`src/rtl/serial_adder_ctrl.sv`:
```
// Bit-serial adder sequencer: one full_adder reused LSB-first across WIDTH clocks.
// Optional subtract mode is enabled by defining SERIAL_ADDER_SUB_EN (adds the sub port).

module full_adder (
  input  logic a,
  input  logic b,
  input  logic ci,
  output logic s,
  output logic co
);
  assign s  = a ^ b ^ ci;
  assign co = (a & b) | (ci & (a ^ b));
endmodule

module serial_adder_ctrl #(
  parameter int unsigned WIDTH = 8
) (
  input  logic             clk,
  input  logic             reset,
  input  logic             in_valid,
  output logic             in_ready,
  input  logic [WIDTH-1:0] a,
  input  logic [WIDTH-1:0] b,
  input  logic             c_in,
`ifdef SERIAL_ADDER_SUB_EN
  input  logic             sub,
`endif
  output logic             out_valid,
  input  logic             out_ready,
  output logic [WIDTH-1:0] sum,
  output logic             carry,
  output logic             busy
);

  localparam int unsigned CW = (WIDTH > 2) ? $clog2(WIDTH) : 1;

  typedef enum logic [1:0] {IDLE, SHIFT, DONE} state_t;

  state_t           state;
  logic [WIDTH-1:0] a_sr;
  logic [WIDTH-1:0] b_sr;
  logic [WIDTH-1:0] sum_sr;
  logic             cf;
  logic [CW-1:0]    cnt;

  logic             fa_s;
  logic             fa_co;
  logic [WIDTH-1:0] b_load;
  logic             c_load;
  logic [WIDTH-1:0] sum_nxt;

  full_adder u_fa (
    .a  (a_sr[0]),
    .b  (b_sr[0]),
    .ci (cf),
    .s  (fa_s),
    .co (fa_co)
  );

  // Subtraction is a + ~b + 1; carry out of 1 then means no borrow.
`ifdef SERIAL_ADDER_SUB_EN
  assign b_load = sub ? ~b : b;
  assign c_load = sub ? 1'b1 : c_in;
`else
  assign b_load = b;
  assign c_load = c_in;
`endif

  // New sum bit enters at the MSB; the whole register shifts right.
  assign sum_nxt = WIDTH'({fa_s, sum_sr} >> 1);

  always_ff @(posedge clk) begin
    if (reset) begin
      state     <= IDLE;
      in_ready  <= 1'b1;
      out_valid <= 1'b0;
      busy      <= 1'b0;
      sum       <= '0;
      carry     <= 1'b0;
      cnt       <= '0;
      a_sr      <= '0;
      b_sr      <= '0;
      sum_sr    <= '0;
      cf        <= 1'b0;
    end else begin
      case (state)
        IDLE: begin
          if (in_valid && in_ready) begin
            a_sr     <= a;
            b_sr     <= b_load;
            cf       <= c_load;
            sum_sr   <= '0;
            cnt      <= '0;
            state    <= SHIFT;
            in_ready <= 1'b0;
            busy     <= 1'b1;
          end
        end
        SHIFT: begin
          a_sr   <= a_sr >> 1;
          b_sr   <= b_sr >> 1;
          sum_sr <= sum_nxt;
          cf     <= fa_co;
          // Counter holds on the last bit so it never wraps naturally.
          if (cnt == CW'(WIDTH - 1)) begin
            state     <= DONE;
            busy      <= 1'b0;
            out_valid <= 1'b1;
            sum       <= sum_nxt;
            carry     <= fa_co;
          end else begin
            cnt <= cnt + CW'(1);
          end
        end
        DONE: begin
          if (out_valid && out_ready) begin
            state     <= IDLE;
            out_valid <= 1'b0;
            in_ready  <= 1'b1;
          end
        end
        default: begin
          state     <= IDLE;
          in_ready  <= 1'b1;
          out_valid <= 1'b0;
          busy      <= 1'b0;
        end
      endcase
    end
  end

endmodule

```
`config.mk`:
```
export PLATFORM = sky130hd
export DESIGN_NAME = serial_adder_ctrl
export DESIGN_NICKNAME = d
export VERILOG_FILES = /design/src/rtl/serial_adder_ctrl.sv
export SDC_FILE = /design/constraint.sdc
export NUM_CORES = 1
export LEC_CHECK = 0
export BUFFER_PORTS_ARGS = -buffer_cell sky130_fd_sc_hd__buf_2
export CORE_MARGIN = 10
export CORE_UTILIZATION = 40
export DETAILED_ROUTE_END_ITERATION = 8
export MAX_ROUTING_LAYER = met4
export PLACE_DENSITY = 0.66
export SLEW_MARGIN = 30
export SYNTH_ARGS = -nofsm -noshare
export SYNTH_HDL_FRONTEND = slang
export SYNTH_SLANG_ARGS = --single-unit
```
`constraint.sdc`:
```
create_clock -name clk -period 2 [get_ports clk]
set_input_delay 0.3 -clock clk [delete_from_list [all_inputs] [get_ports clk]]
set_output_delay 0.3 -clock clk [all_outputs]
set_load 0.01 [all_outputs]
```
==> flow_summary.ini <==
[clock_network]
cts_hold_buf = 0
cts.repair.resized = 0
cts_tree = done
clock_sinks = 41
cts_root_buffer = clkbuf_8
cts-buffers-inserted = 5
clk_pin_slew_ns = 0.07
post-cts-setup-buffer-count = 0
insertion_delay_ns = 0.29
htree_levels = 2
clk_path_buf_depth = 2

[synth]
ys_seq_area_frac = 0.445
synth_cells = 191
synth_warnings = 0
syn_nets = 215
avgSynthCellArea_sq_um = 9.66
synthDistinctLibCells = 31
synth-seq-cells = 41
syn-cell-area_sq_um = 1840

[routing]
drc_errors = 0
drtPass1Iterations = 5
via_count = 1441
vias_per_cell = 5.28
wire_per_inst_microns = 14.5
drt_iter0_markers = 99
wl_mm = 3.95
postRouteAntennaNets = 0

[timing]
slew_headroom = 0.584
setup_violations = 0
report.final.slew_viol_count = 0
skew_ns = 0.00563
hold_viol = 0
max_freq_mhz = 579
finalCriticalPeriod_ns = 1.73
tightestPinTransition_ns = 0.624
fin_tns_setup_ns = 0
fin_crit_sh = 0.863
rsz0062_at_grt = false

[setup_path]
r2r-end = sum[1]
worst_setup_path_start_kind = flip-flop
r2r-start = cnt[0]
worstSetupPathType = reg -> reg
ff2ff_path_depth = 5
cp_max_fo = 14
crit_path_end_kind = flip-flop
cp_data_arrival_time_ns = 1.88
r2r_setup_slack_ns = 0.27
required_ns = 2.15

[min_path]
hp-class = in -> reg
hold_path_end = b_sr[7]
min_path_cells = 3
hp-start = b[7]

[final_layout]
layout_common_cells = 41 x dfxtp_1, 32 x buf_2, 20 x a21oi_1, 18 x nand2_1, 17 x nor2_1
ff_latch_area_sq_um = 821
drive_above_1_share = 0.258
fin_nets = 245
multi_input_area_sq_um = 905
antenna-diode-count = 0
final_common_cell = dfxtp_1
area_growth_pct = 14.2
fillers = 431
fin_util = 0.477

[die]
die_h_microns = 87.9
rows = 24
dieWidth_microns = 87.9
core_sq_um = 4410
start_util = 0.418
die-area_sq_um = 7730
pin_count = 33

[global_routing]
grt_pass1_vias = 1412
grt_pass1_wl_mm = 6.40
antenna_found_initial = 0
grt.total_usage = 0.105
grt_start_max_net_pins = 35
grt_overflow = 0

[power]
p_leak_nw = 0.891
powerDensity_nw_per_um2 = 866
ir_worst_vdd_uv = 548

[placement]
io_buffers = 32
place.gp.congestion = 0.750
dp_hpwl_mm = 2.73

[outcome]
outcome = finished, final reports clean

[job]
cap_violations = 0
-- metrics by stage --
stage / power, mW / hold WS, ns / cell area, sq um / std cells / setup WS [ns]
2_1_floorplan: 1.15 / 0.440 / 1840 / 191 / 0.632
3_3_place_gp: 1.21 / 0.445 / 2000 / 266 / 0.415
3_5_place_dp: 1.21 / 0.447 / 2000 / 266 / 0.264
4_1_cts: 1.85 / 0.248 / 2110 / 273 / 0.258
5_1_grt: 1.92 / 0.251 / 2110 / 273 / 0.124
6_report: 1.83 / 0.254 / 2110 / 273 / 0.274
-- routing by layer --
metal / part of all wire / global-route usage / wire (microns) / vias up
met5: 0 / - / 0 / -
met4: 0.014 / 0.0435 / 54 / 0
met3: 0.055 / 0.0334 / 219 / 6
met2: 0.46 / 0.159 / 1800 / 24
met1: 0.47 / 0.125 / 1870 / 669
li1: - / - / - / 742
-- cell type report --
| type | count | area share |
|---|---|---|
| Timing Repair Buffer | 38 | 0.0974 |
| Tap cell | 52 | 0.0309 |
| Clock inverter | 2 | 0.0166 |
| Multi-Input combinational cell | 133 | 0.429 |
| Clock buffer | 5 | 0.0327 |
| Sequential cell | 41 | 0.390 |
| Inverter | 2 | 0.00356 |
-- cell usage after synthesis (all sizes together) --
cell | count | area [sq um]
a21o | 1 | 7.51
a21oi | 21 | 109
a221oi | 15 | 181
a2bb2oi | 1 | 8.76
buf | 13 | 104
clkbuf | 2 | 7.51
dfxtp | 41 | 821
fa | 1 | 20.0
ha | 2 | 25.0
inv | 2 | 7.51
mux2i | 15 | 150
nand2 | 18 | 67.6
nand2b | 10 | 70.1
nand3 | 9 | 45.0
nand3b | 4 | 30.0
nor2 | 18 | 70.1
nor2b | 3 | 18.8
nor4b | 1 | 15.0
nor4bb | 1 | 10.0
o21ai | 8 | 40.0
o21bai | 1 | 7.51
o22ai | 2 | 12.5
o31ai | 1 | 7.51
o32ai | 1 | 8.76
-- worst max-delay path: stages (launching register included) --
cell and delay [ns]:
dfxtp_1 0.34, ha_1 0.16, ha_1 0.45, nand3b_1 0.38, nand2_1 0.18, a21oi_1 0.07
-- flip-flops by register name (all words and copies together) (netlist names) --
| name | cells |
|---|---|
| sum_sr | 7 |
| cf | 1 |
| busy | 1 |
| b_sr | 8 |
| in_ready | 1 |
| state | 2 |
| sum | 8 |
| a_sr | 8 |
| out_valid | 1 |
| carry | 1 |
| cnt | 3 |
-- worst max path at each step --
stage	from	to	slack, ns	cells past startpoint
3_5_place_dp	cnt[1]	sum[1]	0.26	5
2_1_floorplan	cnt[0]	out_valid	0.63	6
6_report	cnt[0]	sum[1]	0.27	5
3_3_place_gp	cnt[0]	cnt[1]	0.42	5
5_1_grt	cnt[1]	sum[3]	0.12	5
4_1_cts	cnt[1]	sum[1]	0.26	5
-- kinds of logic after synthesis --
kind of cell / after synthesis / share of synthesized area
buffers and inverters: 17 / 0.0645
AOI/OAI and AO/OA: 51 / 0.208
adders and majority gates: 3 / 0.0244
DFF: 41 / 0.445
muxes: 15 / 0.0814
and+or+nand+nor: 64 / 0.177
-- power breakdown --
| part | internal (mW) | switching (mW) | leakage, nW |
|---|---|---|---|
| logic | 0.127 | 0.157 | 0.502 |
| clock network | 0.363 | 0.273 | 0.0540 |
| registers | 0.869 | 0.0377 | 0.335 |
No activity file was read; power rests on OpenSTA's default activity.
